$ cat src/rtl/bnn_layer_scheduler_pkg.sv
// bnn_sched_pkg: shared state encoding, default parameters and saturating increment for the BNN layer scheduler
package bnn_sched_pkg;
  typedef enum logic [2:0] {IDLE, RUN, LATCH, CLEAR, DONE, ERROR} sched_state_t;
  localparam int DEF_CLEAR_CYCLES = 1;
  localparam int DEF_CNT_W = 16;
  localparam int DEF_TIMEOUT_CYCLES = 4096;
  function automatic logic [31:0] sat_inc(input logic [31:0] v, input logic [31:0] max);
    return v >= max ? max : v + 32'd1;
  endfunction
endpackage

$ cat src/rtl/bnn_layer_scheduler_if.sv
// bnn_layer_scheduler_if: command/status and per-layer go/done/latch bundle.
//   slave  : scheduler side (inputs start, abort, result_ack, layer_done;
//            outputs layer_go, layer_latch, cur_layer, busy, done, error, cycle_count)
//   master : controller/layer side, directions mirrored
interface bnn_layer_scheduler_if #(parameter int NUM_LAYERS = 2, parameter int CNT_W = 16);
  logic start, abort, result_ack, busy, done, error;
  logic [NUM_LAYERS-1:0] layer_done, layer_go, layer_latch;
  logic [$clog2(NUM_LAYERS):0] cur_layer;
  logic [CNT_W-1:0] cycle_count;
  modport slave(input start, abort, result_ack, layer_done,
                output layer_go, layer_latch, cur_layer, busy, done, error, cycle_count);
  modport master(output start, abort, result_ack, layer_done,
                 input layer_go, layer_latch, cur_layer, busy, done, error, cycle_count);
endinterface

$ cat src/rtl/bnn_layer_scheduler_watchdog.sv
// bnn_sched_watchdog: per-layer RUN-cycle counter flagging a layer that exceeds its time budget.
//   clk, rst : clock, async active-high reset
//   clr      : zero the counter (held while not in RUN, so it restarts on RUN entry)
//   en       : count this cycle (in RUN)
//   expired  : this is the TIMEOUT_CYCLES-th counted cycle without completion
module bnn_sched_watchdog import bnn_sched_pkg::*; #(
  parameter int TIMEOUT_CYCLES = DEF_TIMEOUT_CYCLES
)(
  input  logic clk,
  input  logic rst,
  input  logic clr,
  input  logic en,
  output logic expired
);
  localparam int TW = $clog2(TIMEOUT_CYCLES + 1);
  logic [TW-1:0] cnt;
  always_ff @(posedge clk or posedge rst)
    if (rst) cnt <= '0;
    else cnt <= clr ? '0 : en ? TW'(sat_inc(32'(cnt), 32'(TIMEOUT_CYCLES))) : cnt;
  assign expired = en && cnt >= TW'(TIMEOUT_CYCLES - 1);
endmodule

$ cat src/rtl/bnn_layer_scheduler.sv
// bnn_layer_scheduler: sequences a chain of BNN layers (go -> done -> latch -> clear) and profiles inference cycles.
//   clk, rst : clock, async active-high reset
//   bus      : bnn_layer_scheduler_if.slave (start/abort/result_ack, layer_done in;
//              layer_go/layer_latch/cur_layer/busy/done/error/cycle_count out, all registered)
//   Optional macro BNN_SCHED_WATCHDOG_EN adds a per-layer timeout that ends in ERROR.
module bnn_layer_scheduler import bnn_sched_pkg::*; #(
  parameter int NUM_LAYERS     = 2,
  parameter int CLEAR_CYCLES   = DEF_CLEAR_CYCLES,
  parameter int CNT_W          = DEF_CNT_W,
  parameter int TIMEOUT_CYCLES = DEF_TIMEOUT_CYCLES
)(
  input logic clk,
  input logic rst,
  bnn_layer_scheduler_if.slave bus
);
  localparam int LW = $clog2(NUM_LAYERS) + 1;
  localparam int CW = $clog2(CLEAR_CYCLES + 1);
  localparam logic [31:0] CNT_MAX = 32'((64'd1 << CNT_W) - 64'd1);
  sched_state_t state;
  logic [CW-1:0] clr_cnt;
  logic timeout, cur_done;
  // Only the active layer's done is looked at; stray bits of other layers are masked off.
  assign cur_done = |(bus.layer_done & (NUM_LAYERS'(1) << bus.cur_layer));
`ifdef BNN_SCHED_WATCHDOG_EN
  bnn_sched_watchdog #(.TIMEOUT_CYCLES(TIMEOUT_CYCLES)) u_wd (
    .clk(clk), .rst(rst), .clr(state != RUN), .en(state == RUN), .expired(timeout)
  );
`else
  assign timeout = 1'b0;
`endif
  always_ff @(posedge clk or posedge rst)
    if (rst) begin
      state <= IDLE;
      clr_cnt <= '0;
      bus.layer_go <= '0;
      bus.layer_latch <= '0;
      bus.cur_layer <= '0;
      bus.busy <= 1'b0;
      bus.done <= 1'b0;
      bus.error <= 1'b0;
      bus.cycle_count <= '0;
    end else begin
      bus.layer_latch <= '0;
      if (state inside {RUN, LATCH, CLEAR})
        bus.cycle_count <= CNT_W'(sat_inc(32'(bus.cycle_count), CNT_MAX));
      if (bus.abort) begin
        state <= IDLE;
        bus.layer_go <= '0;
        bus.busy <= 1'b0;
        bus.done <= 1'b0;
        bus.error <= 1'b0;
      end else
        case (state)
          IDLE: if (bus.start) begin
            state <= RUN;
            bus.cur_layer <= '0;
            bus.cycle_count <= '0;
            bus.layer_go <= NUM_LAYERS'(1);
            bus.busy <= 1'b1;
          end
          RUN: if (cur_done) begin
            state <= LATCH;
            bus.layer_latch <= NUM_LAYERS'(1) << bus.cur_layer;
          end else if (timeout) begin
            state <= ERROR;
            bus.layer_go <= '0;
            bus.busy <= 1'b0;
            bus.error <= 1'b1;
          end
          LATCH: begin
            state <= CLEAR;
            bus.layer_go <= '0;
            clr_cnt <= '0;
          end
          CLEAR: if (clr_cnt == CW'(CLEAR_CYCLES - 1)) begin
            if (bus.cur_layer == LW'(NUM_LAYERS - 1)) begin
              state <= DONE;
              bus.busy <= 1'b0;
              bus.done <= 1'b1;
            end else begin
              state <= RUN;
              bus.cur_layer <= bus.cur_layer + 1'b1;
              bus.layer_go <= NUM_LAYERS'(1) << (bus.cur_layer + 1'b1);
            end
          end else clr_cnt <= clr_cnt + 1'b1;
          DONE, ERROR: if (bus.result_ack) begin
            state <= IDLE;
            bus.done <= 1'b0;
            bus.error <= 1'b0;
          end
          default: state <= IDLE;
        endcase
    end
endmodule

$ cat src/flat_wrapper.sv
// flat-port wrapper written by rule: the top's interface ports become plain ports
module bnn_layer_scheduler_flat import bnn_sched_pkg::*;
#(
  parameter int NUM_LAYERS     = 2,
  parameter int CLEAR_CYCLES   = DEF_CLEAR_CYCLES,
  parameter int CNT_W          = DEF_CNT_W,
  parameter int TIMEOUT_CYCLES = DEF_TIMEOUT_CYCLES
)
  (clk, rst, bus_start, bus_abort, bus_result_ack, bus_layer_done, bus_layer_go, bus_layer_latch, bus_cur_layer, bus_busy, bus_done, bus_error, bus_cycle_count);
  bnn_layer_scheduler_if #(.NUM_LAYERS(NUM_LAYERS), .CNT_W(CNT_W)) bus_i ();
  input logic clk;
  input logic rst;
  input wire logic [$bits(bus_i.start)-1:0] bus_start;
  input wire logic [$bits(bus_i.abort)-1:0] bus_abort;
  input wire logic [$bits(bus_i.result_ack)-1:0] bus_result_ack;
  input wire logic [$bits(bus_i.layer_done)-1:0] bus_layer_done;
  output wire logic [$bits(bus_i.layer_go)-1:0] bus_layer_go;
  output wire logic [$bits(bus_i.layer_latch)-1:0] bus_layer_latch;
  output wire logic [$bits(bus_i.cur_layer)-1:0] bus_cur_layer;
  output wire logic [$bits(bus_i.busy)-1:0] bus_busy;
  output wire logic [$bits(bus_i.done)-1:0] bus_done;
  output wire logic [$bits(bus_i.error)-1:0] bus_error;
  output wire logic [$bits(bus_i.cycle_count)-1:0] bus_cycle_count;
  assign bus_i.start = bus_start;
  assign bus_i.abort = bus_abort;
  assign bus_i.result_ack = bus_result_ack;
  assign bus_i.layer_done = bus_layer_done;
  assign bus_layer_go = bus_i.layer_go;
  assign bus_layer_latch = bus_i.layer_latch;
  assign bus_cur_layer = bus_i.cur_layer;
  assign bus_busy = bus_i.busy;
  assign bus_done = bus_i.done;
  assign bus_error = bus_i.error;
  assign bus_cycle_count = bus_i.cycle_count;
  bnn_layer_scheduler #(.NUM_LAYERS(NUM_LAYERS), .CLEAR_CYCLES(CLEAR_CYCLES), .CNT_W(CNT_W), .TIMEOUT_CYCLES(TIMEOUT_CYCLES)) u_core (.clk(clk), .rst(rst), .bus(bus_i));
endmodule
$ cat config.mk
export PLATFORM = sky130hd
export DESIGN_NAME = bnn_layer_scheduler_flat
export DESIGN_NICKNAME = d
export VERILOG_FILES = /design/src/rtl/bnn_layer_scheduler_pkg.sv /design/src/rtl/bnn_layer_scheduler_if.sv /design/src/rtl/bnn_layer_scheduler_watchdog.sv /design/src/rtl/bnn_layer_scheduler.sv /design/src/flat_wrapper.sv
export SDC_FILE = /design/constraint.sdc
export NUM_CORES = 1
export LEC_CHECK = 0
export CAP_MARGIN = 40
export CELL_PAD_IN_SITES_DETAIL_PLACEMENT = 0
export CELL_PAD_IN_SITES_GLOBAL_PLACEMENT = 1
export CORE_AREA = 2 2 70 72
export CTS_BUF_LIST = sky130_fd_sc_hd__clkbuf_2
export DETAILED_ROUTE_END_ITERATION = 10
export DIE_AREA = 0 0 72 74
export GPL_ROUTABILITY_DRIVEN = 0
export HOLD_SLACK_MARGIN = 0.02
export PLACE_DENSITY = 0.8
export SETUP_SLACK_MARGIN = 0.1
export SYNTH_ARGS = -nofsm -noshare
export SYNTH_HDL_FRONTEND = slang
export SYNTH_HIERARCHICAL = 1
export SYNTH_SLANG_ARGS = --single-unit
$ cat constraint.sdc
create_clock -name clk -period 1.8 [get_ports clk]
set_input_delay 0.36 -clock clk [delete_from_list [all_inputs] [get_ports clk]]
set_output_delay 0.36 -clock clk [all_outputs]
set_load 0.02 [all_outputs]
==> flow_metrics.env, run 1 <==
export IMPL_crit_start="u_core/state[1]"
export IMPL_fin_crit_sh_pct=89.33
export IMPL_syn_inst=169
export IMPL_netlist_area_leader_share_pct=41.13
export IMPL_netlist_area_sq_mm=0.001643
export IMPL_rsz0062_at_grt="false"
export IMPL_ys_flop_type="dfrtp_1"
export IMPL_place_hpwl_mm=2.701
export IMPL_grt_overflow_total=0
export IMPL_antenna_found_initial=0
export IMPL_r2r_end="u_core/bus.cur_layer[0]"
export IMPL_synth_top_area_cell="dfrtp_1"
export IMPL_run_status="finished, final reports clean"
export IMPL_synth_seq_cells=27
export IMPL_hold_ws_ns=0.2166
export IMPL_period_needed_ns=1.608
export IMPL_die_w_microns=72
export IMPL_ys_types=48
export IMPL_fmax_ghz=0.6219
export IMPL_syn_area_per_cell_sq_um=9.721
export IMPL_critical_path_max_stage_delay_ns=0.55
export IMPL_crit_arrival_ns=1.89
export IMPL_areaGrowthSynthToFinish_pct=33.05
export IMPL_cts_htree_levels=1
export IMPL_drive_gt1_share_pct=30.94
export IMPL_layout_setup_ws_ns=0.1921
export IMPL_r2r_start="u_core/state[1]"
export IMPL_reg2reg_depth=4
export IMPL_crit_cells=4
export IMPL_finalHoldViolCount=0
export IMPL_drc_errors=0
export IMPL_grt_start_max_net_pins=17
export IMPL_powerDensity_mw_per_mm2=678.7
export IMPL_crit_path_start_kind="flip-flop"
export IMPL_endpoint_kind="flip-flop"
export IMPL_use_met2_pct=29.84
export IMPL_grtUsageMet3_pct=3.252
export IMPL_synthMostInstantiatedCell="dfrtp_1"
export IMPL_cp_slowest_cell="dfrtp_2"
export IMPL_hp_class="in -> async"
export IMPL_synth_commonest_cells="27 x dfrtp_1, 15 x nor2_1, 11 x inv_1, 9 x nand2_1, 8 x nand4_1"
export IMPL_p_leak_nw=1.037
export IMPL_yosysSeqAreaShare_pct=41.13
export IMPL_ios=32
export IMPL_diodes=0
export IMPL_initial_core_util_pct=35.73
export IMPL_gr_usage_met1_pct=20.53
export IMPL_setup_viol=0
export IMPL_cts_tree="built"
export IMPL_grt_pass1_wl_mm=6.941
export IMPL_final_area_sq_mm=0.002186
export IMPL_required_ns=2.08
export IMPL_grt_pass1_vias=1448
export IMPL_clk_path_buf_depth=2
export IMPL_skew_ns=0.03244
export IMPL_worst_setup_path_type="reg -> reg"
export IMPL_cp_top_family="simple AND/OR/NAND/NOR gates"
export IMPL_num_rows=25
export IMPL_top_usage_layer="met2"
export IMPL_finalMaxSlewViolations=0
export IMPL_die_area_sq_mm=0.005328
export IMPL_place_ws_ns=-0.09400
export IMPL_first_pass_iters=4
export IMPL_peakVddDrop_mv=0.3602
export IMPL_drtIter0Drc=117
export IMPL_num_nets_final=235
export IMPL_cts_root_buf="clkbuf_2"
export IMPL_core_area_sq_mm=0.004598
export IMPL_ys_async_sr_fraction_pct=100.0
export IMPL_die_h_microns=74
export IMPL_n_fill_cell=468
export IMPL_numCtsBuffers=3
export IMPL_synthTopCellsByArea="dfrtp_1 41%, nor2_1 3.4%, xnor2_1 3.2%"
export IMPL_synth_edff_count=0
export IMPL_ant_nets=0
export IMPL_worstSkewPairLatency_ns=0.39
export IMPL_clk_pin_slew_ns=0.30
export IMPL_tns_ns=0
export IMPL_place_area_sq_mm=0.002063
export IMPL_wire_per_inst_microns=14.06
export IMPL_cts_sinks=27
export IMPL_vias=1476
export IMPL_crit_chain="or3b_1 -> o21ai_0 -> and2_1 -> mux2_1"
export IMPL_synth_nets=180
export IMPL_cp_max_fo=11
export IMPL_setup_worst_path_end="u_core/bus.cur_layer[0]"
export IMPL_drt_wl_total_mm=3.894
export IMPL_crit_buf_inv=0
export IMPL_yosys_warnings=6
export IMPL_maxCapViolCount=0
export IMPL_regToRegSetupSlack_ns=0.19
export IMPL_grt_usage_pct=16.34
export IMPL_drt_vias_per_instance=5.329
export IMPL_io_buffers=30
export IMPL_finalCoreUtilization_pct=47.54
## cell families after synthesis
family / after synthesis / synth area share, %
AO/OA/AOI/OAI: 36 / 15.61
flip-flops: 27 / 41.13
other: 1 / 0.2283
buffers and inverters: 21 / 6.245
AND/OR/NAND/NOR: 66 / 25.59
adder cells (fa/ha/maj): 4 / 3.047
XOR/XNOR: 8 / 4.265
multiplexers: 6 / 3.884
## worst register-to-register path: stages (launching register included)
cell and delay, ns:
dfrtp_2 0.55, or3b_1 0.42, o21ai_0 0.08, and2_1 0.17
mux2_1 0.32
## sequential cells by signal, summed over array words and instances (netlist names)
signal,cells
u_core/bus.layer_go,2
u_core/bus.busy,1
u_core/bus.cycle_count,16
u_core/bus.done,1
u_core/bus.layer_latch,2
u_core/bus.cur_layer,2
u_core/state,3
## where the power goes
group          leakage (nW)  switching (W)  total (W)  internal, W
Sequential            0.349      0.0000453   0.000712     0.000666
Combinational         0.675       0.000297   0.000522     0.000225
Clock                0.0126       0.000198   0.000250    0.0000514
## placed cells by master, fill, tap and decap left out, types with 2 or more instances in the layout
cell	synthesis	routed
and2_1	2	2
a22o_1	2	2
nand4b_1	2	2
nand3_1	3	3
xor2_1	2	2
dfrtp_1	27	16
and3_1	2	2
nand2b_1	3	3
xnor2_1	6	6
dfrtp_2	0	11
o21ai_2	2	2
nor3_1	6	6
ha_1	4	3
a211oi_1	2	2
a21oi_2	3	4
o21ai_1	3	3
nor4_2	4	4
a311oi_1	2	2
o21ai_0	6	6
mux2i_1	3	3
o211ai_1	2	2
nor4_1	2	2
clkdlybuf4s50_1	0	6
clkbuf_2	0	5
nand2_1	9	9
inv_1	11	11
dlygate4sd2_1	0	22
nand4_2	2	2
a21oi_1	6	5
nor2_1	15	15
buf_4	4	29
nand4_1	8	8
a31oi_1	4	4
mux2_2	2	2
## per-layer routing
metal | up-vias | wire length, microns
met3 | 2 | 137
met5 | - | 0
met4 | 0 | 19
li1 | 716 | -
met2 | 30 | 2071
met1 | 728 | 1666
## through the flow
stage          instances  total power [W]
4_1_cts              274         0.001504
3_3_place_gp         258         0.001253
3_5_place_dp         258         0.001252
2_1_floorplan        169         0.001031
5_1_grt              277         0.001587
6_report             277         0.001483
## worst min-delay path by stage
stage | end | slack (ns) | cells past startpoint
after floorplan | u_core/bus.busy | 0.41 | 1
after global placement | u_core/bus.layer_go[0] | 0.50 | 1
after detailed placement | u_core/bus.layer_go[0] | 0.50 | 1
after CTS | u_core/bus.cycle_count[2] | 0.20 | 3
after global routing | u_core/bus.cycle_count[2] | 0.19 | 3
final | u_core/bus.cycle_count[2] | 0.22 | 3
## cell type report
type | count | area [sq um] | area share (%)
repair buffers | 59 | 480.5 | 21.98
flip-flops and latches | 27 | 689.4 | 31.54
multi-input cells | 121 | 880.8 | 40.30
well taps | 54 | 67.56 | 3.091
clock inverters | 1 | 7.507 | 0.3434
inverters | 12 | 45.04 | 2.061
clock buffers | 3 | 15.01 | 0.6869
## timing repair
item,4_1_cts,5_1_grt
endpoints found under the setup margin,24,10
resized for setup,32,8
setup buffers,12,3
hold buffers,0,0
Note: power is estimated with default switching activity, not from simulation.
==> run 2, diff against run 1 <==
CORE_AREA = 2 2 72 74   (was 2 2 70 72)
CTS_BUF_LIST = unset   (was sky130_fd_sc_hd__clkbuf_2)
DIE_AREA = 0 0 74 76   (was 0 0 72 74)
PLACE_DENSITY = 0.76   (was 0.8)
==> flow_metrics.env, run 2 (synthesis results as in run 1) <==
export IMPL_run_status="finished, final reports clean"
export IMPL_required_ns=1.44
export IMPL_initial_core_util_pct=33.44
export IMPL_finalMaxSlewViolations=0
export IMPL_cp_max_fo=3
export IMPL_cts_sinks=27
export IMPL_reg2reg_depth=4
export IMPL_io_buffers=30
export IMPL_p_leak_nw=1.015
export IMPL_drive_gt1_share_pct=22.79
export IMPL_ant_nets=0
export IMPL_maxCapViolCount=0
export IMPL_clk_pin_slew_ns=0.09
export IMPL_regToRegSetupSlack_ns=0.18
export IMPL_finalHoldViolCount=0
export IMPL_num_rows=26
export IMPL_crit_buf_inv=1
export IMPL_die_area_sq_mm=0.005624
export IMPL_top_register="u_core/bus.cycle_count"
export IMPL_drt_wl_total_mm=3.937
export IMPL_place_hpwl_mm=2.899
export IMPL_cp_top_family="buffers and inverters"
export IMPL_drc_errors=0
export IMPL_crit_path_start_kind="flip-flop"
export IMPL_rsz0062_at_grt="false"
export IMPL_grt_usage_pct=14.39
export IMPL_hold_buffers=0
export IMPL_layout_common_cells="26 x dfrtp_1, 21 x buf_4, 15 x dlygate4sd2_1, 15 x nor2_1, 13 x clkdlybuf4s50_1"
export IMPL_period_needed_ns=1.637
export IMPL_antenna_found_initial=0
export IMPL_fmax_ghz=0.6108
export IMPL_first_pass_iters=4
export IMPL_grt_pass1_wl_mm=6.548
export IMPL_powerDensity_mw_per_mm2=733.0
export IMPL_die_w_microns=74
export IMPL_p_seq_share_pct=45.7
export IMPL_ios=32
export IMPL_grt_overflow_total=0
export IMPL_grt_pass1_vias=1424
export IMPL_cts_htree_levels=1
export IMPL_cts_tree="built"
export IMPL_n_fill_cell=490
export IMPL_comb_power_share_pct=32.1
export IMPL_numCtsBuffers=3
export IMPL_fin_crit_sh_pct=90.95
export IMPL_swShare_pct=33.74
export IMPL_grt_start_max_net_pins=15
export IMPL_core_area_sq_mm=0.004912
export IMPL_skew_ns=0.003221
export IMPL_final_common_cell="dfrtp_1"
export IMPL_finalCoreUtilization_pct=44.17
export IMPL_top_regs="u_core/bus.cycle_count x16, u_core/state x3"
export IMPL_diodes=0
export IMPL_critical_path_max_stage_delay_ns=0.61
export IMPL_crit_chain="clkdlybuf4s50_1"
export IMPL_setup_viol=0
export IMPL_power_switching_w=0.0005366
export IMPL_crit_arrival_ns=1.28
export IMPL_r2r_start="u_core/state[0]"
export IMPL_drt_vias_per_instance=5.056
export IMPL_die_h_microns=76
export IMPL_areaGrowthSynthToFinish_pct=32.06
export IMPL_cp_slowest_cell="clkdlybuf4s50_1"
export IMPL_worstSkewPairLatency_ns=0.27
export IMPL_endpoint_kind="output pin"
export IMPL_num_nets_final=227
export IMPL_r2r_end="u_core/bus.cur_layer[0]"
export IMPL_cts_root_buf="clkbuf_8"
export IMPL_largest_reg_flops=16
export IMPL_intPower_w=0.001054
export IMPL_peakVddDrop_mv=0.4388
export IMPL_clkPwrFrac_pct=22.2
export IMPL_vias=1441
export IMPL_worst_setup_path_type="reg -> out"
export IMPL_hp_class="in -> async"
export IMPL_hold_ws_ns=0.3370
export IMPL_clk_path_buf_depth=2
export IMPL_wire_per_inst_microns=13.81
export IMPL_drtIter0Drc=49
==> run 2: cell count changes in the layout (fill, tap and decap cells not counted), moves of 2 or more <==
cell             previous run  this run
clkbuf_2                    5         0
clkbuf_8                    0         3
dfrtp_2                    11         1
dfrtp_1                    16        26
dlymetal6s2s_1              0         2
buf_4                      29        21
dlygate4sd2_1              22        15
clkdlybuf4s50_1             6        13
==> run 2: how the worst max path moves through the flow <==
stage,cells past startpoint,start,to
final,1,u_core/bus.cur_layer[1],bus_cur_layer[1]
after floorplan,6,u_core/bus.cur_layer[0],u_core/bus.layer_go[0]
after global placement,5,bus_start,u_core/bus.cur_layer[0]
after detailed placement,5,bus_start,u_core/bus.cur_layer[0]
after global routing,4,u_core/state[0],u_core/bus.cur_layer[0]
after CTS,1,u_core/bus.cycle_count[15],bus_cycle_count[15]
==> run 2: final cells by class <==
class / count / area (sq um) / area share (%)
Clock buffer: 4 / 45.04 / 2.076
Tap cell: 70 / 87.58 / 4.037
Sequential cell: 27 / 676.9 / 31.20
Inverter: 12 / 45.04 / 2.076
Timing Repair Buffer: 51 / 444.2 / 20.47
Multi-Input combinational cell: 121 / 870.8 / 40.14
==> run 2: stage by stage <==
step	total power (W)	cells	setup slack (ns)	cell area [sq um]	setup TNS (ns)
floorplan	0.001031	169	0.1026	1649	0
global placement	0.001261	278	-0.07164	2113	-0.07164
detailed placement	0.001267	278	-0.09653	2113	-0.09972
CTS	0.001600	282	0.1190	2140	0
global route	0.001679	285	0.1123	2170	0
finish	0.001590	285	0.1629	2170	0
==> run 2: power by group through the flow <==
| stage | clock network, W | registers, W | logic, W |
|---|---|---|---|
| floorplan | 0 | 0.000805 | 0.000226 |
| global placement | 0 | 0.000740 | 0.000521 |
| detailed placement | 0 | 0.000740 | 0.000527 |
| CTS | 0.000375 | 0.000727 | 0.000498 |
| global route | 0.000389 | 0.000735 | 0.000555 |
| finish | 0.000354 | 0.000727 | 0.000510 |
==> run 2: per-layer routing <==
metal	GRT usage [%]	wire length, microns	vias up
met1	18.61	1749	706
met5	0	0	-
met2	24.20	2011	30
met4	3.636	44	0
met3	2.910	131	6
li1	-	-	699
==> run 2: timing repair <==
action	4_1_cts	5_1_grt
endpoints found under the hold margin	0	0
pin swaps	0	2
setup endpoints to repair	15	5
cloned	0	0
buffers inserted	0	3
gates resized for setup	15	4
==> run 3, diff against run 2 <==
CTS_CLUSTER_DIAMETER = 50   (was unset)
==> results of run 3 <==
Same layout as run 2: the final DEF is identical, and so are final timing and power.
